[src/rtl/bin_to_gray_pkg.sv]
// Shared constants and width-masked binary/Gray conversion functions for bin_to_gray.
package bin_to_gray_pkg;

   localparam logic DIR_B2G = 1'b0;
   localparam logic DIR_G2B = 1'b1;
   localparam int unsigned MAX_WIDTH = 32;

   // Keeps only the low 'width' bits; a shift of 32 yields 0, so the mask becomes all ones.
   function automatic logic [MAX_WIDTH-1:0] width_mask(input int unsigned width);
      return (32'h1 << width) - 32'h1;
   endfunction

   function automatic logic [MAX_WIDTH-1:0] b2g(input logic [MAX_WIDTH-1:0] word,
                                                input int unsigned        width);
      logic [MAX_WIDTH-1:0] w;
      w = word & width_mask(width);
      return w ^ (w >> 1);
   endfunction

   // XOR prefix from the MSB down; bits above 'width' are zero after masking.
   function automatic logic [MAX_WIDTH-1:0] g2b(input logic [MAX_WIDTH-1:0] word,
                                                input int unsigned        width);
      logic [MAX_WIDTH-1:0] g;
      logic [MAX_WIDTH-1:0] b;
      g = word & width_mask(width);
      b = '0;
      b[MAX_WIDTH-1] = g[MAX_WIDTH-1];
      for (int i = MAX_WIDTH - 2; i >= 0; i--) begin
         b[i] = b[i+1] ^ g[i];
      end
      return b;
   endfunction

endpackage

[src/rtl/bin_to_gray_popcnt1.sv]
// Combinational "exactly one bit set" detector for the adjacency checker.
// Present only when BIN_TO_GRAY_ADJ_CHECK_EN is defined.
`ifdef BIN_TO_GRAY_ADJ_CHECK_EN
module bin_to_gray_popcnt1 #(
   parameter int unsigned WIDTH = 4
) (
   input  logic [WIDTH-1:0] word,
   output logic             one_c
);

   // Non-zero and clearing the lowest set bit leaves nothing.
   always_comb begin
      one_c = (word != '0) && ((word & (word - WIDTH'(1))) == '0);
   end

endmodule
`endif

[src/rtl/bin_to_gray.sv]
// Registered binary<->Gray converter with one-cycle latency and valid qualifier.
// Optional macro BIN_TO_GRAY_ADJ_CHECK_EN adds adj_ok (Hamming distance 1 monitor).
module bin_to_gray
   import bin_to_gray_pkg::*;
#(
   parameter int unsigned WIDTH = 4
) (
   input  logic             clk,
   input  logic             rst_n,
   input  logic             in_valid,
   input  logic             dir,
   input  logic [WIDTH-1:0] data_in,
   output logic [WIDTH-1:0] data_out,
   output logic             out_valid,
`ifdef BIN_TO_GRAY_ADJ_CHECK_EN
   output logic             adj_ok,
`endif
   output logic             out_dir
);

   logic [WIDTH-1:0] conv_c;

   // Direction-selected conversion ahead of the output register.
   always_comb begin
      conv_c = '0;
      if (dir == DIR_G2B) begin
         conv_c = WIDTH'(g2b(MAX_WIDTH'(data_in), WIDTH));
      end else begin
         conv_c = WIDTH'(b2g(MAX_WIDTH'(data_in), WIDTH));
      end
   end

   always_ff @(posedge clk or negedge rst_n) begin
      if (!rst_n) begin
         data_out  <= '0;
         out_dir   <= DIR_B2G;
         out_valid <= 1'b0;
      end else begin
         out_valid <= in_valid;
         if (in_valid) begin
            data_out <= conv_c;
            out_dir  <= dir;
         end
      end
   end

`ifdef BIN_TO_GRAY_ADJ_CHECK_EN
   logic [WIDTH-1:0] diff_c;
   logic             one_c;
   logic             seen;

   // data_out only updates on valid words, so it doubles as the previous-word register.
   always_comb begin
      diff_c = conv_c ^ data_out;
   end

   bin_to_gray_popcnt1 #(
      .WIDTH(WIDTH)
   ) u_popcnt1 (
      .word (diff_c),
      .one_c(one_c)
   );

   always_ff @(posedge clk or negedge rst_n) begin
      if (!rst_n) begin
         seen   <= 1'b0;
         adj_ok <= 1'b0;
      end else if (in_valid) begin
         seen   <= 1'b1;
         adj_ok <= seen & one_c;
      end else begin
         adj_ok <= 1'b0;
      end
   end
`endif

endmodule

[config.mk]
export PLATFORM = sky130hd
export DESIGN_NAME = bin_to_gray
export DESIGN_NICKNAME = d
export VERILOG_FILES = /design/src/rtl/bin_to_gray_pkg.sv /design/src/rtl/bin_to_gray_popcnt1.sv /design/src/rtl/bin_to_gray.sv
export SDC_FILE = /design/constraint.sdc
export NUM_CORES = 1
export LEC_CHECK = 0
export ABC_AREA = 1
export BUFFER_PORTS_ARGS = -buffer_cell sky130_fd_sc_hd__clkbuf_2
export CORE_AREA = 4 4 41 43
export DETAILED_ROUTE_END_ITERATION = 7
export DIE_AREA = 0 0 45 47
export PLACE_DENSITY_LB_ADDON = 0.3
export SLEW_MARGIN = 5
export SYNTH_ARGS = -nofsm -noshare
export SYNTH_HDL_FRONTEND = slang
export SYNTH_SLANG_ARGS = --single-unit
[constraint.sdc]
create_clock -name clk -period 1.1 [get_ports clk]
set_input_delay 0 -clock clk [delete_from_list [all_inputs] [get_ports clk]]
set_output_delay 0 -clock clk [all_outputs]
set_load 0.005 [all_outputs]
# Word level (Yosys, flattened, before mapping)
# Index checks and enable logic that the tools add are counted.
totals:
  input_bits: 8
  output_inout_bits: 6
  word_cells: 8
  reg_bits: 6
classes:
  bitwise: 4
  mux: 1
op_table:
  columns: ["cell", "count"]
  rows:
  - ["4-bit 2-to-1 mux", 1]
  - ["4-bit by 3-bit bitwise XOR with 4-bit output", 1]
  - ["1-bit bitwise XOR", 3]

# Logic depth before layout (Yosys ltp)
# Gate-level depths: netlist of run 1.
logic_depth:
  depth_word: 4
  depth_mapped: 7
  depth_no_buf: 7

# Worst setup path before layout of run 1
# Ideal clock, no wire load.
synth_timing:
  kind: "register -> register"
  startpoint: "register, netlist name data_out[3]"
  endpoint: "register data_out[3]"
  stages_incl_launch_ff: 3
  period_less_slack_ps: 608
  setup_ps: 126
  setup_slack_ps: 492
  required_ps: 974
  arrival_time_ps: 482
  n_path_buf: 0
  path_cell_list: "dfrtp_1 > nand2_1 > o21ai_0"
synth_lines:
  columns: ["element", "line_no", "source"]
  rows:
  - ["to (signal assigned)", "bin_to_gray.sv:41", "data_out <= conv_c;"]
  - ["to (decl)", "bin_to_gray.sv:13", "output logic [WIDTH-1:0] data_out,"]

==> metrics, run 1 <==
layout cells sized above 1=around 30%; Worst-path clk slew=~0.050 ns; area of placed instances=369 um^2; P per Cell Area=roughly 1300 nW/um^2; max-cap viol count=0; Filler cells=approximately 150; RSZ-0062 raised after global routing=false; post-DP HPWL=about 500 um; WL final=between 500 and 600 um; Crit Path Max Fanout=6; number of antenna violations at the first check in global routing=0; CTS tree=done; crit end category=flop; status=complete, no violations; Critical R2R Capture=data_out[3]; Final period util=74.1%; crit path launch=in_valid; WP data arrival=0.94 ns; nets=64; Root Buffer=clkbuf_4; kind of critical path=primary input to flop; area of the multi-input gates=120 um^2; Fin. Hold Viols=0; fin util=a little under a third; FF-to-FF setup slack=around 0.48 ns; Synth cell types=9; Slew @ Worst Pin=0.164 ns; DIE HEIGHT=~47 um; Die ar.=approximately 2100 um^2; chip width=45 um; startpoint types=primary input; max-slew violations=0; Setup Buffers After CTS=0; skew final=0 ns; setup TNS=0 ns; fin crit period=between 0.8 and 0.9 ns; Ports=14; largest net degree at the start of global routing=7; DR iter-0 viols=1; maximum vdd drop=around 0.42 mV; gpl congestion=around 0.7; vias=between 200 and 300; H-tree depth=1; clock sinks=6; drt pass-1 iters=2; global-route wire length before repair=about 1000 um; WL/cell=~8.3 um; final worst setup slack=around 0.28 ns; # rows=13; WP data required=approximately 1.2 ns; drc violations=0; Core ar.=around 1300 um^2; Worst Setup EP=data_out[3]; gr ovfl total=0; Post-Syn Instances=36; worst rel slew slack=between 80% and 90%; Post-Syn Area=about 290 um^2; Reg area=between 150 and 200 um^2; cts bufs inserted=3; FMAX=between 1000 and 1500 MHz; vias per cell=just under 4; Port Buffers=13; YS warnings=0; dpl ws=about 0.41 ns; Total GRT Usage=roughly 7%; post-route cell area=between 400 and 500 um^2; register area share after synthesis=approximately 53%; reg2reg start=data_out[3]; Post-Syn Nets=44; Yosys top cell by area=dfrtp_1; depth of the worst register-to-register path=2; hold_ws=about 0.010 ns; vias in the first global route=roughly 240; Lkg Pwr=approximately 0.00024 uW; Yosys top cell area share=52.6%; synth top area cells=dfrtp_1, nand2_1, nand3_1; post-route ant nets=0; Area Overhead vs Synth=44.3%; CTS Buffer Depth=2; starting density of the core=21.9%; Ant. Diodes=0; Yosys reg bits=6; syn avg cell area=around 8 um^2; Min-Delay Path Class=primary input to flop; # setup viols final=0; clock latency on the worst-skew pair=0.23 ns
[cell usage in the layout (no fill, tap or decap)]
master          n
dfrtp_1         6
dlygate4sd3_1   2
or2_1           1
o21ai_0         1
nand3_1         5
inv_1           4
clkbuf_2       13
xnor2_1         1
nand2_1        16
and2_1          1
xor2_1          1
clkbuf_4        3
[sequential cells by signal, summed over array words and instances (netlist names)]
register and flops:
out_dir 1, data_out 4, out_valid 1
[what timing repair did]
item                      in CTS  in global routing
gates resized for setup        0                  0
hold buffers                   2                  0
hold endpoints to repair       7                  0
[area by class of cell]
type                            instances  area share [%]
Tap cell                               15            4.56
Multi-Input combinational cell         26            29.2
Timing Repair Buffer                   15            20.7
Clock buffer                            3            5.47
Inverter                                4            3.65
Sequential cell                         6            36.5
[per-stage QoR]
| step | total power [uW] | instances |
|---|---|---|
| after detailed placement | 355 | 64 |
| after global placement | 354 | 64 |
| after global routing | 592 | 69 |
| after floorplan | 301 | 36 |
| after CTS | 559 | 69 |
| final | 549 | 69 |
[metal layers]
| layer | vias to the layer above | GRT usage, % | routed length [um] |
|---|---|---|---|
| met5 | - | 0 | 0 |
| met4 | 0 | 7.02 | 14 |
| li1 | 149 | - | - |
| met1 | 102 | 9.53 | 268 |
| met2 | 13 | 7.91 | 226 |
| met3 | 3 | 3.45 | 60 |
[power breakdown]
part           leakage [uW]  switching [uW]  internal (uW)
Combinational      0.000151            50.0           48.9
Clock             0.0000138            72.7            123
Sequential        0.0000720            10.9            244
Total              0.000237             134            415
[cell usage after synthesis]
master	instances
dfrtp_1	6
inv_1	4
xnor2_1	1
xor2_1	1
or2_1	1
and2_1	1
nand3_1	5
o21ai_0	1
nand2_1	16
[cell families after synthesis]
group | Yosys count | share of synthesized area [%]
xor+xnor | 2 | 6.14
flops | 6 | 52.6
compound gates | 1 | 1.75
buf+inv | 4 | 5.26
simple gates | 23 | 34.2
[worst min path at each step]
stage | start | cells past startpoint | slack, ns | to
2_1_floorplan | rst_n | 0 | -0.30 | data_out[0]
3_3_place_gp | rst_n | 1 | -0.17 | data_out[3]
3_5_place_dp | rst_n | 1 | -0.17 | data_out[3]
4_1_cts | dir | 3 | 0.006 | out_dir
5_1_grt | dir | 3 | 0.03 | out_dir
6_report | dir | 3 | 0.01 | out_dir
[critical path, cell delays in order]
cell and delay (ns):
dlygate4sd3_1 0.52, clkbuf_2 0.16, inv_1 0.11, nand2_1 0.07, o21ai_0 0.07
Note: power is estimated with default switching activity, not from simulation.
==> run 2, diff against run 1 <==
==> constraint.sdc (replaced) <==
create_clock -name clk -period 0.8 [get_ports clk]
set_input_delay 0 -clock clk [delete_from_list [all_inputs] [get_ports clk]]
set_output_delay 0 -clock clk [all_outputs]
set_load 0.005 [all_outputs]
==> run 2 against run 1 <==
Compared with the run above:
- register-to-register slack worse by 0.29 ns
- first-iteration DRC count down 100%
- hold slack better by 0.028 ns
- design area up 2.4%
- clock power up 38%
- combinational power up 44%
- die area unchanged
==> metrics, run 2 (same netlist as run 1, synthesis figures left out) <==
gr ovfl total=0 (unchanged); Crit Path Max Fanout=2 (was 6); vias per cell=3.93 (was 3.87); chip width=45 um (unchanged); CTS tree=done (unchanged); Hold Crit Depth=3 (unchanged); Filler cells=154 (was 153); setup TNS=0 ns (unchanged); Root Buffer=clkbuf_4 (unchanged); WL final=606 um (was 570 um); CP max stage delay=0.37 ns (was 0.52 ns); post-route ant nets=0 (unchanged); max reg flops=4 (unchanged); Die ar.=2120 um^2 (unchanged); drc violations=0 (unchanged); fin util=32.4% (was 31.6%); Lkg Pwr=0.000241 uW (was 0.000237 uW); Core ar.=1300 um^2 (unchanged); Crit path depth=1 (was 5); layout cells sized above 1=29.1% (was 29.6%); Setup Buffers After CTS=0 (unchanged); kind of critical path=flop to primary output (was primary input to flop); CTS Buffer Depth=2 (unchanged); gpl congestion=0.713 (was 0.687); Net Sw Power=187 uW (was 134 uW); worst path cell trace=clkbuf_2 (was dlygate4sd3_1 > clkbuf_2 > inv_1 > nand2_1 > o21ai_0); Seq pwr share=45.8% (was 46.4%); most common cell after layout, fill and taps aside=nand2_1 (unchanged); CP bufs+invs=1 (was 3); # rows=13 (unchanged); Port Buffers=13 (unchanged); Top reg by flops=data_out (unchanged); drt pass-1 iters=1 (was 2); Clk network pwr share=35.6% (about the same); internal power=574 uW (was 415 uW); Slew @ Worst Pin=0.163 ns (was 0.164 ns); clock sinks=6 (unchanged); cts bufs inserted=3 (unchanged); Min-Delay Path Class=primary input to flop (unchanged); largest net degree at the start of global routing=7 (unchanged); P per Cell Area=1800 nW/um^2 (was 1330 nW/um^2); vias=275 (was 267); vias in the first global route=283 (was 235); hold_ws=0.0377 ns (was 0.00996 ns); max-slew violations=0 (unchanged); crit path max-delay cell type=dfrtp_1 (was dlygate4sd3_1); # setup viols final=0 (unchanged); status=complete, no violations (unchanged); DIE HEIGHT=47 um (unchanged); fin crit period=roughly 0.7 ns; clock latency on the worst-skew pair=0.24 ns (was 0.23 ns); H-tree depth=1 (unchanged); max-cap viol count=0 (unchanged); WP data required=0.80 ns (was 1.22 ns); global-route wire length before repair=1170 um (was 1000 um); Ports=14 (unchanged); DR iter-0 viols=0 (was 1); WP data arrival=0.72 ns (was 0.94 ns); crit end category=primary output (was flop); Final period util=roughly nine tenths; maximum vdd drop=0.503 mV (was 0.417 mV); starting density of the core=21.9% (unchanged); WL/cell=8.66 um (was 8.26 um); Area Overhead vs Synth=47.8% (was 44.3%); nets=65 (was 64); RSZ-0062 raised after global routing=false (unchanged); dpl ws=0.109 ns (was 0.408 ns); cts repair resizes=0 (unchanged); FMAX=between 1000 and 1500 MHz; Worst-path clk slew=0.04 ns (was 0.05 ns); worst rel slew slack=89.1% (was 89.0%); startpoint types=flop (was primary input); skew final=0 ns (unchanged); Fin. Hold Viols=0 (unchanged); final worst setup slack=0.0791 ns (was 0.285 ns); hold buffer count at CTS=3 (was 2); number of antenna violations at the first check in global routing=0 (unchanged); Ant. Diodes=0 (unchanged); depth of the worst register-to-register path=2 (unchanged); largest registers=data_out x4, out_dir x1, out_valid x1 (unchanged); Logic pwr share=18.6% (was 18.0%); Top delay family on crit path=flip-flops (was buffers and inverters); commonest cells after routing, fill and taps aside=nand2_1, clkbuf_2, dfrtp_1, nand3_1, inv_1 (unchanged); sw frac=24.5% (was 24.3%); Total GRT Usage=8.27% (was 7.17%)
-- run 2: cell types whose count changed in the layout (fill, tap and decap cells not counted) --
| cell | before | now |
|---|---|---|
| dlygate4sd3_1 | 2 | 3 |
-- run 2: path summary, 6_finish.rpt --
path | from | to | slack (ns)
worst min-delay path | data_in[3] | data_out[3] | 0.04
worst max register to register | data_out[3] | data_out[3] | 0.19
worst min register to register | out_dir | out_dir | 0.47
min in group asynchronous | rst_n | data_out[3] | 0.12
worst max-delay path | data_out[3] | data_out[3] | 0.08
max in group asynchronous | rst_n | data_out[1] | 0.53
-- run 2: per-stage QoR --
| step | instances | cell area (um^2) | total power (uW) |
|---|---|---|---|
| finish | 70 | 422 | 761 |
| global placement | 64 | 369 | 487 |
| CTS | 70 | 422 | 783 |
| global route | 70 | 422 | 836 |
| detailed placement | 64 | 369 | 488 |
| floorplan | 36 | 285 | 414 |
-- run 2: layout make-up --
class,instances,area (um^2),area share (%)
inverter,4,15.0,3.56
sequential,6,150,35.6
multi-input combinational,26,120,28.5
timing repair buffer,16,95.1,22.6
clock buffer,3,22.5,5.34
tap,15,18.8,4.45
-- run 2: metal layers --
layer  wire, um  vias up  GRT usage (%)
met4          0        0           8.77
met5          0        -              0
met2        283       10           12.4
met1        265      116           8.10
met3         57        0           3.83
li1           -      149              -
-- run 2: power groups by stage --
stage / combinational [uW] / clock [uW] / sequential (uW)
floorplan: 57.7 / 0 / 357
global placement: 132 / 0 / 354
detailed placement: 134 / 0 / 353
CTS: 145 / 288 / 349
global route: 167 / 316 / 354
finish: 142 / 271 / 349
